[config.mk]
export PLATFORM = sky130hd
export DESIGN_NAME = regfile_stacker_flat
export DESIGN_NICKNAME = d
export VERILOG_FILES = /design/src/rtl/regfile_stacker_if.sv /design/src/rtl/regfile_stacker.sv /design/src/flat_wrapper.sv
export SDC_FILE = /design/constraint.sdc
export NUM_CORES = 1
export LEC_CHECK = 0
export BUFFER_PORTS_ARGS = -buffer_cell sky130_fd_sc_hd__clkbuf_2
export CAP_MARGIN = 10
export CORE_MARGIN = 4
export CORE_UTILIZATION = 59
export CTS_CLUSTER_SIZE = 25
export DETAILED_ROUTE_END_ITERATION = 12
export PLACE_DENSITY_LB_ADDON = 0.08
export SLEW_MARGIN = 25
export SYNTH_ARGS = -nofsm -noshare
export SYNTH_HDL_FRONTEND = slang
export SYNTH_SLANG_ARGS = --single-unit
[constraint.sdc]
create_clock -name clk_i -period 16 [get_ports clk_i]
set_input_delay 0.8 -clock clk_i [delete_from_list [all_inputs] [get_ports clk_i]]
set_output_delay 0.8 -clock clk_i [all_outputs]
set_load 0.02 [all_outputs]
[src/rtl/regfile_stacker_if.sv]
// Wishbone classic bus bundle between the register stacker and the data bus arbiter.
interface regfile_stacker_if #(
  parameter int unsigned WIDTH = 32
);
  logic [WIDTH-1:0] adr_o;
  logic [WIDTH-1:0] dat_o;
  logic [WIDTH-1:0] dat_i;
  logic             cyc_o;
  logic             stb_o;
  logic             we_o;
  logic [3:0]       sel_o;
  logic             ack_i;

  modport master (
    output adr_o, dat_o, cyc_o, stb_o, we_o, sel_o,
    input  dat_i, ack_i
  );

  modport slave (
    input  adr_o, dat_o, cyc_o, stb_o, we_o, sel_o,
    output dat_i, ack_i
  );
endinterface

[src/rtl/regfile_stacker.sv]
// Exception entry/return sequencer: pushes masked registers onto the supervisor
// stack (descending, pre-decrement) and pops them back (ascending, post-increment).
module regfile_stacker #(
  parameter int unsigned WIDTH  = 32,
  parameter int unsigned COUNTP = 4,
  parameter int unsigned SPREG  = 15
) (
  input  logic                   clk_i,
  input  logic                   rst_i,
  input  logic                   save_req,
  input  logic                   restore_req,
  input  logic [15:0]            mask,
  input  logic [WIDTH-1:0]       sp_in,
  output logic                   busy,
  output logic                   done,
  output logic [WIDTH-1:0]       sp_out,
  output logic                   sp_we,
  output logic [COUNTP-1:0]      rf_raddr,
  input  logic [WIDTH-1:0]       rf_rdata,
  output logic [COUNTP-1:0]      rf_waddr,
  output logic [WIDTH-1:0]       rf_wdata,
  output logic [1:0]             rf_we,
  regfile_stacker_if.master      wb
);

  localparam int unsigned MASKW = 16;

  typedef enum logic [2:0] {IDLE, SV_RD, SV_BUS, RS_BUS, RS_WB, FINISH} state_t;

  state_t             state_q, state_d;
  logic [MASKW-1:0]   mask_q, mask_d;
  logic [WIDTH-1:0]   ptr_q, ptr_d;
  logic               busy_q, busy_d, done_q, done_d, sp_we_q, sp_we_d;
  logic [WIDTH-1:0]   sp_out_q, sp_out_d;
  logic [COUNTP-1:0]  rf_raddr_q, rf_raddr_d, rf_waddr_q, rf_waddr_d;
  logic [WIDTH-1:0]   rf_wdata_q, rf_wdata_d;
  logic [1:0]         rf_we_q, rf_we_d;
  logic [WIDTH-1:0]   adr_q, adr_d, dat_q, dat_d;
  logic               cyc_q, cyc_d, stb_q, stb_d, we_q, we_d;
  logic [3:0]         sel_q, sel_d;

  logic [MASKW-1:0]   mask_lat, mask_clr_sv, mask_clr_rs;
  logic [WIDTH-1:0]   sp_aligned, ptr_dn, ptr_up;

  function automatic logic [COUNTP-1:0] hi_idx(input logic [MASKW-1:0] m);
    hi_idx = '0;
    for (int i = 0; i < int'(MASKW); i++) begin
      if (m[i]) hi_idx = COUNTP'(i);
    end
  endfunction

  function automatic logic [COUNTP-1:0] lo_idx(input logic [MASKW-1:0] m);
    lo_idx = '0;
    for (int i = int'(MASKW) - 1; i >= 0; i--) begin
      if (m[i]) lo_idx = COUNTP'(i);
    end
  endfunction

  always_comb begin
    state_d    = state_q;
    mask_d     = mask_q;
    ptr_d      = ptr_q;
    busy_d     = busy_q;
    done_d     = 1'b0;
    sp_we_d    = 1'b0;
    sp_out_d   = sp_out_q;
    rf_raddr_d = rf_raddr_q;
    rf_waddr_d = rf_waddr_q;
    rf_wdata_d = rf_wdata_q;
    rf_we_d    = 2'b00;
    adr_d      = adr_q;
    dat_d      = dat_q;
    cyc_d      = cyc_q;
    stb_d      = stb_q;
    we_d       = we_q;
    sel_d      = sel_q;

    mask_lat        = mask;
    mask_lat[SPREG] = 1'b0;
    mask_clr_sv     = mask_q;
    mask_clr_sv[rf_raddr_q] = 1'b0;
    mask_clr_rs     = mask_q;
    mask_clr_rs[rf_waddr_q] = 1'b0;
    sp_aligned      = sp_in & ~WIDTH'(3);
    ptr_dn          = ptr_q - WIDTH'(4);
    ptr_up          = ptr_q + WIDTH'(4);

    case (state_q)
      IDLE: begin
        if (save_req || restore_req) begin
          mask_d = mask_lat;
          ptr_d  = sp_aligned;
          busy_d = 1'b1;
          if (mask_lat == '0) begin
            state_d  = FINISH;
            sp_out_d = sp_aligned;
            sp_we_d  = 1'b1;
            done_d   = 1'b1;
          end else if (save_req) begin
            state_d    = SV_RD;
            rf_raddr_d = hi_idx(mask_lat);
          end else begin
            state_d = RS_BUS;
            adr_d   = sp_aligned;
            cyc_d   = 1'b1;
            stb_d   = 1'b1;
            we_d    = 1'b0;
            sel_d   = 4'hf;
          end
        end
      end
      SV_RD: begin
        dat_d   = rf_rdata;
        adr_d   = ptr_dn;
        cyc_d   = 1'b1;
        stb_d   = 1'b1;
        we_d    = 1'b1;
        sel_d   = 4'hf;
        state_d = SV_BUS;
      end
      SV_BUS: begin
        if (wb.ack_i) begin
          ptr_d  = ptr_dn;
          mask_d = mask_clr_sv;
          cyc_d  = 1'b0;
          stb_d  = 1'b0;
          we_d   = 1'b0;
          sel_d  = 4'h0;
          if (mask_clr_sv != '0) begin
            state_d    = SV_RD;
            rf_raddr_d = hi_idx(mask_clr_sv);
          end else begin
            state_d  = FINISH;
            sp_out_d = ptr_dn;
            sp_we_d  = 1'b1;
            done_d   = 1'b1;
          end
        end
      end
      RS_BUS: begin
        if (wb.ack_i) begin
          rf_wdata_d = wb.dat_i;
          rf_waddr_d = lo_idx(mask_q);
          rf_we_d    = 2'b11;
          cyc_d      = 1'b0;
          stb_d      = 1'b0;
          sel_d      = 4'h0;
          state_d    = RS_WB;
        end
      end
      RS_WB: begin
        ptr_d  = ptr_up;
        mask_d = mask_clr_rs;
        if (mask_clr_rs != '0) begin
          state_d = RS_BUS;
          adr_d   = ptr_up;
          cyc_d   = 1'b1;
          stb_d   = 1'b1;
          we_d    = 1'b0;
          sel_d   = 4'hf;
        end else begin
          state_d  = FINISH;
          sp_out_d = ptr_up;
          sp_we_d  = 1'b1;
          done_d   = 1'b1;
        end
      end
      FINISH: begin
        state_d = IDLE;
        busy_d  = 1'b0;
      end
      default: begin
        state_d = IDLE;
        busy_d  = 1'b0;
      end
    endcase
  end

  always_ff @(posedge clk_i or posedge rst_i) begin
    if (rst_i) begin
      state_q    <= IDLE;
      mask_q     <= '0;
      ptr_q      <= '0;
      busy_q     <= 1'b0;
      done_q     <= 1'b0;
      sp_we_q    <= 1'b0;
      sp_out_q   <= '0;
      rf_raddr_q <= '0;
      rf_waddr_q <= '0;
      rf_wdata_q <= '0;
      rf_we_q    <= 2'b00;
      adr_q      <= '0;
      dat_q      <= '0;
      cyc_q      <= 1'b0;
      stb_q      <= 1'b0;
      we_q       <= 1'b0;
      sel_q      <= 4'h0;
    end else begin
      state_q    <= state_d;
      mask_q     <= mask_d;
      ptr_q      <= ptr_d;
      busy_q     <= busy_d;
      done_q     <= done_d;
      sp_we_q    <= sp_we_d;
      sp_out_q   <= sp_out_d;
      rf_raddr_q <= rf_raddr_d;
      rf_waddr_q <= rf_waddr_d;
      rf_wdata_q <= rf_wdata_d;
      rf_we_q    <= rf_we_d;
      adr_q      <= adr_d;
      dat_q      <= dat_d;
      cyc_q      <= cyc_d;
      stb_q      <= stb_d;
      we_q       <= we_d;
      sel_q      <= sel_d;
    end
  end

  assign busy     = busy_q;
  assign done     = done_q;
  assign sp_we    = sp_we_q;
  assign sp_out   = sp_out_q;
  assign rf_raddr = rf_raddr_q;
  assign rf_waddr = rf_waddr_q;
  assign rf_wdata = rf_wdata_q;
  assign rf_we    = rf_we_q;
  assign wb.adr_o = adr_q;
  assign wb.dat_o = dat_q;
  assign wb.cyc_o = cyc_q;
  assign wb.stb_o = stb_q;
  assign wb.we_o  = we_q;
  assign wb.sel_o = sel_q;

endmodule

[src/flat_wrapper.sv]
// flat-port wrapper written by rule: the top's interface ports become plain ports
module regfile_stacker_flat 
#(
  parameter int unsigned WIDTH  = 32,
  parameter int unsigned COUNTP = 4,
  parameter int unsigned SPREG  = 15
)
  (clk_i, rst_i, save_req, restore_req, mask, sp_in, busy, done, sp_out, sp_we, rf_raddr, rf_rdata, rf_waddr, rf_wdata, rf_we, wb_adr_o, wb_dat_o, wb_cyc_o, wb_stb_o, wb_we_o, wb_sel_o, wb_dat_i, wb_ack_i);
  regfile_stacker_if #(.WIDTH(WIDTH)) wb_i ();
  input  logic clk_i;
  input  logic rst_i;
  input  logic save_req;
  input  logic restore_req;
  input  logic [15:0] mask;
  input  logic [WIDTH-1:0] sp_in;
  output logic busy;
  output logic done;
  output logic [WIDTH-1:0] sp_out;
  output logic sp_we;
  output logic [COUNTP-1:0] rf_raddr;
  input  logic [WIDTH-1:0] rf_rdata;
  output logic [COUNTP-1:0] rf_waddr;
  output logic [WIDTH-1:0] rf_wdata;
  output logic [1:0] rf_we;
  output wire logic [$bits(wb_i.adr_o)-1:0] wb_adr_o;
  output wire logic [$bits(wb_i.dat_o)-1:0] wb_dat_o;
  output wire logic [$bits(wb_i.cyc_o)-1:0] wb_cyc_o;
  output wire logic [$bits(wb_i.stb_o)-1:0] wb_stb_o;
  output wire logic [$bits(wb_i.we_o)-1:0] wb_we_o;
  output wire logic [$bits(wb_i.sel_o)-1:0] wb_sel_o;
  input wire logic [$bits(wb_i.dat_i)-1:0] wb_dat_i;
  input wire logic [$bits(wb_i.ack_i)-1:0] wb_ack_i;
  assign wb_adr_o = wb_i.adr_o;
  assign wb_dat_o = wb_i.dat_o;
  assign wb_cyc_o = wb_i.cyc_o;
  assign wb_stb_o = wb_i.stb_o;
  assign wb_we_o = wb_i.we_o;
  assign wb_sel_o = wb_i.sel_o;
  assign wb_i.dat_i = wb_dat_i;
  assign wb_i.ack_i = wb_ack_i;
  regfile_stacker #(.WIDTH(WIDTH), .COUNTP(COUNTP), .SPREG(SPREG)) u_core (.clk_i(clk_i), .rst_i(rst_i), .save_req(save_req), .restore_req(restore_req), .mask(mask), .sp_in(sp_in), .busy(busy), .done(done), .sp_out(sp_out), .sp_we(sp_we), .rf_raddr(rf_raddr), .rf_rdata(rf_rdata), .rf_waddr(rf_waddr), .rf_wdata(rf_wdata), .rf_we(rf_we), .wb(wb_i));
endmodule
== Word-level counts from Yosys, hierarchy flattened ==
Index checks and enable logic that the tools add are counted.

* Bits of input ports: 117
* Output and inout bits: 148
* Word-level logic and storage cells: 172
* Bits in registers: 197

* Equal/unequal tests: 16
* Mux-type cells: 107
* Reduce and logical (&&, ||, !) cells: 23
* $add $sub $neg: 2
* Magnitude comparators: 4
* Bitwise logic cells: 5

{| class="wikitable"
|+ Operators with widths
! cell !! count
|-
| two-way mux 32 bit || 11
|-
| one-hot mux 32 bit (3 select lines) || 3
|-
| two-way mux 4 bit || 41
|-
| one-hot mux 16 bit (3 select lines) || 1
|-
| two-way mux 3 bit || 14
|-
| adder 32 x 3 -> 32 bit, second input constant || 1
|-
| AND 16 bit || 2
|-
| two-way mux 16 bit || 2
|-
| inverter 16 bit || 2
|-
| nonzero test 16 bit || 2
|-
| subtractor 32 x 3 -> 32 bit, second input constant || 1
|-
| AND reduction 6 bit || 4
|-
| two-way mux 1 bit || 19
|-
| one-hot mux 4 bit (4 select lines) || 1
|-
| logical NOT 15 bit || 1
|-
| one-hot mux 3 bit (5 select lines) || 1
|-
| two-way mux 2 bit || 7
|-
| inequality test 2 bit, second input constant || 7
|-
| less-than comparator 4 x 5 -> 1 bit, second input constant || 2
|-
| inequality test 2 x 1 -> 1 bit, second input constant || 5
|-
| demux 1 bit (select 4 bit) || 2
|-
| >= comparator 4 x 1 -> 1 bit, second input constant || 2
|-
| one-hot mux 1 bit (4 select lines) || 2
|-
| one-hot mux 4 bit (2 select lines) || 1
|-
| 17 further kinds || 23
|}

== Longest topological paths before layout ==
* Depth in word-level cells: 24
* Depth in mapped cells: 11
* Depth with buffers taken out: 9

== Worst setup path before layout ==
No wires, ideal clock.

* Kind: input-to-reg
* From: in mask[11]
* To: reg u_core.adr_q[26] (netlist: u_core.wb.adr_o[26])
* Data required time: 15.918 ns
* Arrival: 2.514 ns
* Path buffers: 2
* Setup time: 0.082 ns
* Path slack: 13.404 ns
* Cell stages on the path: 8
* Path through: nor4_1 -> nand4_1 -> a31oi_1 -> nand2b_1 -> o41ai_4 -> buf_2 -> buf_6 -> a31oi_1

* Cells in the longest elaborated chain, start to end: 3

{| class="wikitable"
|+ Ends and longest elaborated chain
! item !! RTL line !! RTL
|-
| from (decl) || flat_wrapper.sv:14 || <nowiki>input logic [15:0] mask;</nowiki>
|-
| logical NOT 15 bit || regfile_stacker.sv:94 || <nowiki>if (mask_lat == '0) begin</nowiki>
|-
| inequality test 2 bit (no source line) || - ||
|-
| AND reduction 5 bit (no source line) || - ||
|-
| to (signal assigned) || regfile_stacker.sv:210 || <nowiki>adr_q <= adr_d;</nowiki>
|-
| to (decl) || regfile_stacker.sv:38 || <nowiki>logic [WIDTH-1:0] adr_q, adr_d, dat_q, dat_d;</nowiki>
|}

No other way between the ends.
A chain may end at the register's enable or synchronous reset.

== Worst setup path in the final report ==
* From: reg u_core.rf_raddr_q[0] (netlist: u_core.rf_raddr[0])
* To: reg u_core.sp_out_q[2] (netlist: u_core.sp_out[2])

* Cells in the longest elaborated chain, start to end: 9
* Elaborated cells on any way between the ends: 10
* Those cells by class: order compare (2); eq/ne (1); mux (2); bitwise (2); reduce/logical (3)

{| class="wikitable"
|+ Ends and longest elaborated chain
! item !! RTL line !! RTL
|-
| from (decl) || regfile_stacker.sv:35 || <nowiki>logic [COUNTP-1:0] rf_raddr_q, rf_raddr_d, rf_waddr_q, rf_waddr_d;</nowiki>
|-
| from (signal assigned) || regfile_stacker.sv:206 || <nowiki>rf_raddr_q <= rf_raddr_d;</nowiki>
|-
| less-than comparator 4 x 5 -> 1 bit (not written as such) or >= comparator 4 x 1 -> 1 bit (tied branches) || regfile_stacker.sv:81 || <nowiki>mask_clr_sv[rf_raddr_q] = 1'b0;</nowiki>
|-
| logical AND 1 bit (not written as such) || regfile_stacker.sv:81 ||
|-
| two-way mux 1 bit (not written as such) || regfile_stacker.sv:81 ||
|-
| demux 1 bit (select 4 bit) (*) || - ||
|-
| inverter 16 bit (no source line) (*) || - ||
|-
| AND 16 bit (no source line) (*) || - ||
|-
| nonzero test 16 bit (*) || regfile_stacker.sv:129 || <nowiki>if (mask_clr_sv != '0) begin</nowiki>
|-
| inequality test 2 bit (no source line) (*) || - ||
|-
| AND reduction 6 bit (no source line) (*) || - ||
|-
| to (signal assigned) || regfile_stacker.sv:205 || <nowiki>sp_out_q <= sp_out_d;</nowiki>
|-
| to (decl) || regfile_stacker.sv:34 || <nowiki>logic [WIDTH-1:0] sp_out_q, sp_out_d;</nowiki>
|}

Mark *: on every way between the ends. The rest lies on a longest branch, timed or not.

==> flow_summary.toml <==
[min_path]
min_path_type = "in2async"

[die]
die_w_um = 145.1
core_area_um2 = 18210
die-area_um2 = 21060
rows = 49
die-height_um = 145.1
start_util_pct = 60.92
ioPinCount = 265

[routing]
vias = 10800
wl_per_cell_um = 19.14
drt_wl_total_um = 34030
first_iter_violations = 959
detail-route-antenna-nets = 0
drt_first_pass_iters = 6
drcViolationCount = 0
vias_per_cell = 6.076

[final_layout]
synthToLayoutAreaGrowth_pct = 16.59
finalInstanceArea_um2 = 12930
layout-drive-gt1-share_pct = 23.05
stdcell_count = 1778
nets = 1655
antenna_cells = 0

[sta]
hold_violations = 0
worstMarginPinSlew_ns = 0.8365
clock.fmax_mhz = 282.0
setup_tns_ns = 0
setup_viol = 0
fin_crit_sh_pct = 22.16
skew_ns = 0.01214
slew_headroom_pct = 44.11
maxSlewViolCount = 0
min_period_ns = 3.546
rsz0062_at_grt = "no"

[clock_network]
clk_pin_slew_ns = 0.08
postCtsSetupRepairBufs = 0
htree_levels = 4
cts-root-buf = "clkbuf_16"
cts.sinks = 192
hold_buffers = 0
clock_path_buffers = 2
insertion_delay_ns = 0.45
cts_resized = 0
cts_tree = "done"
cts_inserted_buffers = 17

[grt]
grt_pass1_wl_um = 56090
first_global_vias = 10550
grt_max_degree = 111
grt.overflow.total = 0
antenna_found_initial = 1
track_usage_pct = 32.30

[synthesis]
yosysTopAreaCellShare_pct = 43.32
synth-seq-cells = 192
synth_area_per_cell_um2 = 8.120
synthTopCellsByArea = "dfrtp_1 (43%), nand2_1 (11%), nor2_1 (4.0%)"
synth-simple-area-share_pct = 25.14
yosysUniqueCellTypes = 83
syn_area_um2 = 11090
synthXorXnorAreaFrac_pct = 3.158
seq_area_frac_synth_pct = 43.32
synthesis.nets = 1485
synth-main-ff-cell = "dfrtp_1"
synth_top_family_by_area = "simple AND/OR/NAND/NOR gates"
syn_inst = 1366
synth-compound-area-share_pct = 20.43
muxShareOfSynthArea_pct = 2.019
yosys_warnings = 0
async_flop_share_pct = 100.0
synth_fa_ha_area_share_pct = 0.2256
synth_largest_area_cell = "dfrtp_1"
synth_edf_count = 0

[critical_path]
slowest_delay_ns = 0.87
worstPathRequired_ns = 16.33
cp_top_family = "flip-flops"
start_kind = "flop"
arrival_ns = 3.87
reg2regPathDepth = 7
slowest_stage = "dfrtp_1"
crit_path_end_kind = "flop"
path_cells = "mux2_2 > o32ai_2 > nand3_1 > nor4_2 > o221ai_4 > buf_4 > mux2_4"
criticalPathCategory = "reg2reg"
cp.depth = 7
crit_fanout = 33
path_buf_inv = 1

[run_status]
status = "completed"

[placed_design]
place_area_um2 = 12270
gp_congestion = 0.9284
hpwlAfterDp_um = 23640
dp.cells = 1746
port_buffers = 261

[power_and_ir_drop]
p_leak_nw = 5.999
p_total_w = 0.003002
peakVddDrop_v = 0.0001564
power_density_nw_per_um2 = 232.1

[run]
max_cap_violations = 0
routing by layer:
| metal | part of all wire (%) | routed length (um) | global-route usage (%) | vias to the layer above |
|---|---|---|---|---|
| met5 | 0.035 | 12 | 0 | - |
| li1 | - | - | - | 5111 |
| met3 | 9.9 | 3371 | 9.043 | 76 |
| met4 | 2.9 | 977 | 10.07 | 2 |
| met2 | 47 | 15860 | 50.75 | 562 |
| met1 | 41 | 13810 | 43.98 | 5053 |
Yosys cell counts, types with 5 or more instances:
master and count:
clkbuf_1 71, nor3_1 28, buf_1 12, a22oi_1 11, o211ai_1 6, nand4_1 8
nand2b_1 13, buf_4 8, mux2_2 15, buf_2 28, inv_1 20, a31oi_1 22
a211oi_1 12, o21ai_0 85, dfrtp_1 192, nor2b_1 13, xor2_1 21, nor2_1 119
o31ai_1 7, xnor2_1 19, a21boi_0 5, o221ai_1 7, nor4_1 16, a32oi_1 12
a221oi_1 19, nand2_1 337, and3_1 6, nand3_1 25, a21oi_1 73, o21a_1 6
o21ai_1 32, o22ai_1 15
through the flow:
stage | hold slack (ns) | setup WS (ns) | utilization (%)
3_3_place_gp | 0.4578 | 12.40 | 67.40
2_1_floorplan | 0.4820 | 9.973 | -
5_1_grt | 0.4995 | 12.27 | 71.02
3_5_place_dp | 0.4612 | 12.34 | 67.40
4_1_cts | 0.4821 | 12.49 | 70.98
6_report | 0.4773 | 12.45 | 71.02
worst paths after layout:
check / start / end / slack [ns]
max: u_core.rf_raddr[0]$_DFFE_PP0P_ / u_core.sp_out[2]$_DFFE_PP0P_ / 12.45
min: rst_i / u_core.wb.adr_o[28]$_DFFE_PP0P_ / 0.48
max reg2reg: u_core.rf_raddr[0]$_DFFE_PP0P_ / u_core.sp_out[2]$_DFFE_PP0P_ / 12.45
min reg2reg: u_core.wb.dat_o[23]$_DFFE_PP0P_ / u_core.wb.dat_o[23]$_DFFE_PP0P_ / 0.48
max in group asynchronous: rst_i / u_core.wb.adr_o[27]$_DFFE_PP0P_ / 14.35
min in group clk_i: u_core.wb.dat_o[23]$_DFFE_PP0P_ / u_core.wb.dat_o[23]$_DFFE_PP0P_ / 0.48
area by class of cell:
type | count | area (um^2)
Sequential cell | 192 | 4805
Clock inverter | 15 | 225.2
Tap cell | 229 | 286.5
Timing Repair Buffer | 274 | 1408
Clock buffer | 17 | 425.4
Inverter | 22 | 90.09
Multi-Input combinational cell | 1029 | 5693
Fill cell | 1535 | 5276
power breakdown:
| part | internal (W) | switching (W) |
|---|---|---|
| Sequential | 0.000713 | 0.000310 |
| Clock | 0.000233 | 0.000232 |
| Combinational | 0.000535 | 0.000979 |
cell families (layout without fill, tap and decap cells):
family / count (synthesis) / count (layout)
AND/OR/NAND/NOR: 615 / 615
buffers and inverters: 145 / 328
AO/OA/AOI/OAI: 352 / 352
flip-flops: 192 / 192
XOR/XNOR: 40 / 40
multiplexers: 20 / 20
adder cells (fa/ha/maj): 2 / 2
layout by cell type (no fill, tap or decap), drive strengths merged, types with 7 or more instances in the layout:
cell / Yosys / routed
nand4: 8 / 8
mux2: 16 / 16
o31ai: 7 / 7
o21ai: 117 / 117
o221ai: 8 / 8
clkbuf: 72 / 278
buf: 51 / 13
nand3: 25 / 25
o22ai: 15 / 15
dfrtp: 192 / 192
inv: 21 / 30
nor2: 119 / 119
a31oi: 22 / 22
a32oi: 12 / 12
a211oi: 12 / 12
nor3: 31 / 31
nand2b: 13 / 13
a221oi: 19 / 19
xor2: 21 / 21
xnor2: 19 / 19
nor2b: 13 / 13
nand2: 337 / 337
nor4: 22 / 22
a21oi: 73 / 73
a22oi: 11 / 11
state kept, by name, indices dropped and copies added, names as in the netlist:
name             count
u_core.ptr_q        32
u_core.rf_wdata     32
u_core.sp_out       32
u_core.wb.adr_o     32
u_core.wb.dat_o     32
u_core.mask_q       16
u_core.rf_raddr      4
u_core.rf_waddr      4
u_core.state_q       3
u_core.busy          1
u_core.done          1
u_core.rf_we         1
u_core.wb.sel_o      1
u_core.wb.we_o       1
Power figures use the tool's default switching activity.
